[src/rtl/sdram_cmd_sequencer_if.sv]
// Host request bus and SDRAM command pin bundle for sdram_cmd_sequencer.
// The master side issues requests; the slave side is the sequencer itself.
interface sdram_cmd_sequencer_if;
  logic        Req;
  logic        ReqWe;
  logic [31:0] ReqAddr;
  logic [1:0]  ReqSize;
  logic [7:0]  tpre;
  logic [7:0]  twait;
  logic [7:0]  tcas;
  logic [7:0]  tburst;
  logic        ReqAck;
  logic        Done;
  logic        Busy;
  logic        CS;
  logic        RAS;
  logic        CAS;
  logic        WeIn;
  logic [31:0] AddrIn;
  logic [1:0]  SizeIn;

  modport master (
    output Req, ReqWe, ReqAddr, ReqSize, tpre, twait, tcas, tburst,
    input  ReqAck, Done, Busy, CS, RAS, CAS, WeIn, AddrIn, SizeIn
  );

  modport slave (
    input  Req, ReqWe, ReqAddr, ReqSize, tpre, twait, tcas, tburst,
    output ReqAck, Done, Busy, CS, RAS, CAS, WeIn, AddrIn, SizeIn
  );
endinterface

[src/rtl/sdram_cmd_sequencer.sv]
// SDRAM command sequencer: turns one host read/write request at a time into a
// PRECHARGE -> ACTIVATE -> READ/WRITE pin sequence, skipping PRE/ACT on an
// open-row hit. Command pins are decoded from the state so every command lasts
// exactly one cycle and all other cycles drive NOP.
module sdram_cmd_sequencer #(
  parameter bit OPEN_PAGE = 1'b1,
  parameter int ROW_LSB   = 8,
  parameter int FIELD_W   = 8
) (
  input logic                 Clk,
  input logic                 Rst,
  sdram_cmd_sequencer_if.slave bus
);

  localparam logic [3:0] CMD_NOP = 4'b1111;
  localparam logic [3:0] CMD_PRE = 4'b0010;
  localparam logic [3:0] CMD_ACT = 4'b0011;
  localparam logic [3:0] CMD_WR  = 4'b0100;
  localparam logic [3:0] CMD_RD  = 4'b0101;

  typedef enum logic [2:0] {
    IDLE, PRE, PRE_W, ACT, ACT_W, RW, XFER_W, DONE
  } stateT;

  stateT               state, nextState;
  logic [9:0]          cnt, cntNext;
  logic                rowOpen;
  logic [FIELD_W-1:0]  openRow;
  logic [FIELD_W-1:0]  latRow, latCol;
  logic                latWe;
  logic [1:0]          latSize;
  logic [7:0]          latTpre, latTwait, latTcas, latTburst;
  logic [FIELD_W-1:0]  reqRow;
  logic                accept;
  logic [3:0]          cmd;
  logic [31:0]         addrOut;
  logic                ackOut, doneOut, busyOut;

  // A zero timing value still needs one wait cycle between commands.
  function automatic logic [9:0] atLeastOne(input logic [7:0] t);
    return (t == 8'd0) ? 10'd1 : {2'b00, t};
  endfunction

  assign reqRow = bus.ReqAddr[ROW_LSB +: FIELD_W];
  assign accept = (state == IDLE) && bus.Req && Rst;

  // Next-state, wait counter reload and command/handshake decode.
  always_comb begin
    nextState = state;
    cntNext   = cnt;
    cmd       = CMD_NOP;
    addrOut   = '0;
    ackOut    = 1'b0;
    doneOut   = 1'b0;
    busyOut   = 1'b1;
    case (state)
      IDLE: begin
        busyOut = accept;
        if (accept) begin
          ackOut = 1'b1;
          if (!OPEN_PAGE)                         nextState = PRE;
          else if (rowOpen && reqRow == openRow) nextState = RW;
          else if (rowOpen)                       nextState = PRE;
          else                                    nextState = ACT;
        end
      end
      PRE: begin
        cmd       = CMD_PRE;
        cntNext   = atLeastOne(latTpre);
        nextState = PRE_W;
      end
      PRE_W: begin
        if (cnt <= 10'd1) nextState = ACT;
        else              cntNext   = cnt - 10'd1;
      end
      ACT: begin
        cmd       = CMD_ACT;
        addrOut   = {{(32-FIELD_W){1'b0}}, latRow};
        cntNext   = atLeastOne(latTwait);
        nextState = ACT_W;
      end
      ACT_W: begin
        if (cnt <= 10'd1) nextState = RW;
        else              cntNext   = cnt - 10'd1;
      end
      RW: begin
        cmd       = latWe ? CMD_WR : CMD_RD;
        addrOut   = {{(32-FIELD_W){1'b0}}, latCol};
        cntNext   = (latWe ? 10'd0 : {2'b00, latTcas}) + atLeastOne(latTburst)
                    + {2'b00, latTwait};
        nextState = XFER_W;
      end
      XFER_W: begin
        if (cnt <= 10'd1) nextState = DONE;
        else              cntNext   = cnt - 10'd1;
      end
      DONE: begin
        doneOut   = 1'b1;
        nextState = IDLE;
      end
      default: nextState = IDLE;
    endcase
  end

  // State, counter, request latches and open-row tracking.
  always_ff @(posedge Clk) begin
    if (!Rst) begin
      state     <= IDLE;
      cnt       <= '0;
      rowOpen   <= 1'b0;
      openRow   <= '0;
      latRow    <= '0;
      latCol    <= '0;
      latWe     <= 1'b0;
      latSize   <= '0;
      latTpre   <= '0;
      latTwait  <= '0;
      latTcas   <= '0;
      latTburst <= '0;
    end else begin
      state <= nextState;
      cnt   <= cntNext;
      if (accept) begin
        latRow    <= reqRow;
        latCol    <= bus.ReqAddr[FIELD_W-1:0];
        latWe     <= bus.ReqWe;
        latSize   <= bus.ReqSize;
        latTpre   <= bus.tpre;
        latTwait  <= bus.twait;
        latTcas   <= bus.tcas;
        latTburst <= bus.tburst;
      end
      if (state == PRE) rowOpen <= 1'b0;
      if (state == ACT) begin
        rowOpen <= 1'b1;
        openRow <= latRow;
      end
      if (state == DONE && !OPEN_PAGE) rowOpen <= 1'b0;
    end
  end

  assign {bus.CS, bus.RAS, bus.CAS, bus.WeIn} = cmd;
  assign bus.AddrIn = addrOut;
  assign bus.SizeIn = latSize;
  assign bus.ReqAck = ackOut;
  assign bus.Done   = doneOut;
  assign bus.Busy   = busyOut;

endmodule

[src/flat_wrapper.sv]
// flat-port wrapper written by rule: the top's interface ports become plain ports
module sdram_cmd_sequencer_flat 
#(
  parameter bit OPEN_PAGE = 1'b1,
  parameter int ROW_LSB   = 8,
  parameter int FIELD_W   = 8
)
  (Clk, Rst, bus_Req, bus_ReqWe, bus_ReqAddr, bus_ReqSize, bus_tpre, bus_twait, bus_tcas, bus_tburst, bus_ReqAck, bus_Done, bus_Busy, bus_CS, bus_RAS, bus_CAS, bus_WeIn, bus_AddrIn, bus_SizeIn);
  sdram_cmd_sequencer_if bus_i ();
  input logic Clk;
  input logic Rst;
  input wire logic [$bits(bus_i.Req)-1:0] bus_Req;
  input wire logic [$bits(bus_i.ReqWe)-1:0] bus_ReqWe;
  input wire logic [$bits(bus_i.ReqAddr)-1:0] bus_ReqAddr;
  input wire logic [$bits(bus_i.ReqSize)-1:0] bus_ReqSize;
  input wire logic [$bits(bus_i.tpre)-1:0] bus_tpre;
  input wire logic [$bits(bus_i.twait)-1:0] bus_twait;
  input wire logic [$bits(bus_i.tcas)-1:0] bus_tcas;
  input wire logic [$bits(bus_i.tburst)-1:0] bus_tburst;
  output wire logic [$bits(bus_i.ReqAck)-1:0] bus_ReqAck;
  output wire logic [$bits(bus_i.Done)-1:0] bus_Done;
  output wire logic [$bits(bus_i.Busy)-1:0] bus_Busy;
  output wire logic [$bits(bus_i.CS)-1:0] bus_CS;
  output wire logic [$bits(bus_i.RAS)-1:0] bus_RAS;
  output wire logic [$bits(bus_i.CAS)-1:0] bus_CAS;
  output wire logic [$bits(bus_i.WeIn)-1:0] bus_WeIn;
  output wire logic [$bits(bus_i.AddrIn)-1:0] bus_AddrIn;
  output wire logic [$bits(bus_i.SizeIn)-1:0] bus_SizeIn;
  assign bus_i.Req = bus_Req;
  assign bus_i.ReqWe = bus_ReqWe;
  assign bus_i.ReqAddr = bus_ReqAddr;
  assign bus_i.ReqSize = bus_ReqSize;
  assign bus_i.tpre = bus_tpre;
  assign bus_i.twait = bus_twait;
  assign bus_i.tcas = bus_tcas;
  assign bus_i.tburst = bus_tburst;
  assign bus_ReqAck = bus_i.ReqAck;
  assign bus_Done = bus_i.Done;
  assign bus_Busy = bus_i.Busy;
  assign bus_CS = bus_i.CS;
  assign bus_RAS = bus_i.RAS;
  assign bus_CAS = bus_i.CAS;
  assign bus_WeIn = bus_i.WeIn;
  assign bus_AddrIn = bus_i.AddrIn;
  assign bus_SizeIn = bus_i.SizeIn;
  sdram_cmd_sequencer #(.OPEN_PAGE(OPEN_PAGE), .ROW_LSB(ROW_LSB), .FIELD_W(FIELD_W)) u_core (.Clk(Clk), .Rst(Rst), .bus(bus_i));
endmodule
[config.mk]
export PLATFORM = sky130hd
export DESIGN_NAME = sdram_cmd_sequencer_flat
export DESIGN_NICKNAME = d
export VERILOG_FILES = /design/src/rtl/sdram_cmd_sequencer_if.sv /design/src/rtl/sdram_cmd_sequencer.sv /design/src/flat_wrapper.sv
export SDC_FILE = /design/constraint.sdc
export NUM_CORES = 1
export LEC_CHECK = 0
export ABC_CLOCK_PERIOD_IN_PS = 3380
export CORE_MARGIN = 3
export CORE_UTILIZATION = 49
export CTS_CLUSTER_DIAMETER = 50
export DETAILED_ROUTE_END_ITERATION = 16
export GPL_TIMING_DRIVEN = 0
export PLACE_DENSITY = 0.8
export SYNTH_ARGS = -nofsm -noshare
export SYNTH_HDL_FRONTEND = slang
export SYNTH_SLANG_ARGS = --single-unit
export TNS_END_PERCENT = 100
[constraint.sdc]
create_clock -name Clk -period 3.38 [get_ports Clk]
set_input_delay 0.845 -clock Clk [delete_from_list [all_inputs] [get_ports Clk]]
set_output_delay 0.845 -clock Clk [all_outputs]
set_load 0.02 [all_outputs]
==> summary.md <==
| Metric | Value |
|---|---|
| Outcome | completed |
| Detailed Place HPWL | 8410 um |
| Top cell by count, worst path | clkdlybuf4s50_1 |
| Worst Path Required | about 2.5 ns |
| Filler Cells Inserted | 718 |
| Fmax | roughly 310 MHz |
| Synth area leaders | dfxtp_1 (34%), nand2_1 (14%), a21boi_0 (11%) |
| Vias in the first global route | 3899 |
| Share of the synthesized area in the top cell type | 0.342 |
| RR Startpoint | u_core.latWe$_SDFFE_PN0P_ |
| Period minus WS final | 3.27 ns |
| Hold Fails Final Rpt | 0 |
| Commonest non-fill, non-tap cell in the layout | nand2_1 |
| Initial drt markers | 170 |
| DRC | 0 |
| Leak | approximately 2.2 nW |
| Final GP Congestion | between 0.8 and 0.9 |
| Commonest cells after routing, fill and taps aside | nand2_1 (162), dfxtp_1 (73), clkdlybuf4s50_1 (69) |
| Slew Limit Fails | 0 |
| Via Count | 3998 |
| Root buf cell | clkbuf_8 |
| ANT cells | 0 |
| Tightest Pin Transition | 0.579 ns |
| Cell Area, Synth | roughly 0.0043 mm2 |
| CP Launch Type | primary input |
| H-tree depth | 3 |
| Initial core utilization | 0.512 |
| TNS Setup | 0 ns |
| Worst VDD drop | 0.000285 V |
| Sequential share of the synthesized area | 0.342 |
| CP delay by family, top | buffers and inverters |
| Site row count | 33 |
| Power per cell area | approximately 660 mW/mm2 |
| Critical path capture point type | output port |
| Period utilization | 0.966 |
| Slowest CP cell | clkdlybuf4s50_1 |
| R2R setup slack | around 0.37 ns |
| Type of the worst setup path | in -> out |
| Core footprint | roughly 0.0083 mm2 |
| Final setup viols | 0 |
| Vias per cell | about 5.2 |
| Syn Area/Cell | 7.71 um2 |
| Layout area overhead | 27.1% |
| Total GRT Usage | 0.225 |
| First-pass GRT wire length | 18000 um |
| Die Y | 99.3 um |
| Worst Path Arrival | about 2.4 ns |
| CTS tree | built |
| Library cells used by synthesis | 45 |
| Hold Path End | u_core.latCol[1]$_SDFFE_PN0P_ |
| Avg WL per Cell | roughly 14 um |
| RSZ-0062 raised after global routing | false |
| CTS sink cnt | 73 |
| FFs w/ async S/R, synth | 0 |
| Placed Cells | ~750 |
| Final Power | 3.60 mW |
| CP peak stage delay | ~0.60 ns |
| HP Start | u_core.latCol[1]$_SDFFE_PN0P_ |
| Critical path cell sequence | clkdlybuf4s50_1, and3_4, and2_1, clkdlybuf4s50_1 |
| Worst-case reg-to-reg path depth | 11 |
| Synth warnings | 0 |
| Worst r2r dst | u_core.cnt[8]$_SDFFE_PN0P_ |
| Clock Latency Late Sink | ~0.34 ns |
| Largest net degree at the start of global routing | 16 |
| Worst Skew | ~0.0087 ns |
| Cells after Synth | 554 |
| CP Buf/Inv Count | 2 |
| Post-synth EDFFs | 0 |
| Routed wire length | ~11000 um |
| Detailed Routing Iterations Pass 1 | 4 |
| Hold_ws | 0.467 ns |
| Slew margin rel. | 0.613 |
| Clk buf depth | 2 |
| Net count reported at finish | approximately 740 |
| Die X | between 90 and 100 um |
| Max_cap viols | 0 |
| HP Class | reg -> reg |
| Final ANT Viol Nets | 0 |
| Most used DFF post-synth | dfxtp_1 |
| Crit Path Max Fanout | 5 |
| Buffers added on ports | 69 |
| Initial antenna violation count | 0 |
| # hold bufs at CTS | 0 |
| # IOs | between 100 and 150 |
| Yosys reg bits | 73 |
| CTS buffer count | 9 |
| Area leader, netlist | dfxtp_1 |
| GRT Residual Overflow | 0 |
| Clock Pin Slew Worst Setup and Hold Paths | 0.08 ns |
| Hold path cells | 2 |
| Layout Cells excl Fill | roughly 770 |
| Die Area | ~0.0099 mm2 |
| Share of cells above drive strength 1 | 0.0924 |
-- sequential cells by signal, summed over array words and instances, names as in the netlist --
signal,count
u_core.cnt,10
u_core.latCol,8
u_core.latRow,8
u_core.latTburst,8
u_core.latTcas,8
u_core.latTpre,8
u_core.latTwait,8
u_core.openRow,8
u_core.state,3
u_core.bus.SizeIn,2
u_core.latWe,1
u_core.rowOpen,1
-- how the worst max path moves through the flow --
stage	from	endpoint	cells past startpoint
3_5_place_dp	bus_Req	bus_ReqAck	6
4_1_cts	u_core.state[1]$_SDFFE_PN0P_	bus_AddrIn[0]	6
3_3_place_gp	bus_Req	bus_ReqAck	6
2_1_floorplan	u_core.latWe$_SDFFE_PN0P_	u_core.cnt[8]$_SDFFE_PN0P_	11
6_report	bus_Req	bus_ReqAck	4
5_1_grt	u_core.latWe$_SDFFE_PN0P_	u_core.cnt[9]$_SDFFE_PN0P_	11
-- logic make-up (layout without fill, tap and decap cells) --
| group | Yosys count | in the layout | synth area share |
|---|---|---|---|
| xor gates and xnor gates | 16 | 16 | 0.0328 |
| and+or+nand+nor | 225 | 225 | 0.229 |
| buffers and inverters | 88 | 171 | 0.103 |
| DFF | 73 | 73 | 0.342 |
| other | 1 | 24 | 0.000878 |
| adders and majority gates | 18 | 18 | 0.0686 |
| muxes | 2 | 2 | 0.00469 |
| AOI/OAI and AO/OA | 131 | 131 | 0.220 |
-- cells in the mapped netlist, types with 2 or more instances --
cell type / instances
a211oi_1: 8
a21boi_0: 62
a21o_1: 2
a21oi_1: 13
a311oi_1: 2
and2_1: 2
and3_1: 3
buf_2: 14
buf_4: 24
clkbuf_1: 16
dfxtp_1: 73
fa_1: 9
ha_1: 9
inv_1: 34
mux2i_1: 2
nand2_1: 162
nand2b_1: 7
nand3_1: 7
nor2_1: 20
nor2b_1: 2
nor3_1: 7
nor4_1: 4
nor4_4: 2
o2111ai_1: 2
o211a_1: 3
o211ai_1: 5
o21ai_0: 15
o221ai_1: 3
o22ai_1: 5
o31ai_1: 5
or2_2: 2
or4_1: 3
xnor2_1: 7
xor2_1: 9
-- power by group --
part	total (mW)	internal [mW]	switching, mW
registers	1.16	1.01	0.150
logic	1.60	0.660	0.940
clock network	0.840	0.492	0.348
-- repair_timing --
action,in CTS,in global routing
resized for setup,2,2
gates cloned,0,0
setup buffers,1,0
endpoints found under the setup margin,1,9
-- cell type report --
| class | instances | area, um2 | share of cell area |
|---|---|---|---|
| repair buffers | 70 | 698 | 0.129 |
| multi-input cells | 416 | 2460 | 0.454 |
| flip-flops and latches | 73 | 1460 | 0.269 |
| clock buffers | 9 | 124 | 0.0228 |
| inverters | 34 | 128 | 0.0235 |
| well taps | 105 | 131 | 0.0242 |
| clock inverters | 6 | 116 | 0.0214 |
| plain buffers | 52 | 302 | 0.0556 |
-- worst reg2reg max path: cells and delay by family (launching register included) --
kind / cells / cell delay [ns]
adders and majority gates: 2 / 0.88
and+or+nand+nor: 2 / 0.35
AOI/OAI and AO/OA: 4 / 0.88
xor gates and xnor gates: 1 / 0.16
buffers and inverters: 2 / 0.32
DFF: 1 / 0.33
-- metal layers --
| metal | GRT usage | vias to the layer above | share of wire |
|---|---|---|---|
| met4 | 0.0567 | 0 | 0.013 |
| met1 | 0.281 | 1853 | 0.43 |
| met2 | 0.393 | 132 | 0.49 |
| met5 | 0 | - | 0 |
| li1 | - | 2001 | - |
| met3 | 0.0498 | 12 | 0.063 |
-- stage by stage --
step                 util  worst slack (ns)  cell area, um2
floorplan               -             0.816            4360
detailed placement  0.621            -0.509            5180
global route        0.650            0.0710            5430
finish              0.650             0.115            5430
CTS                 0.650           0.00651            5420
global placement    0.621            -0.505            5180
No activity file was read; power rests on OpenSTA's default activity.
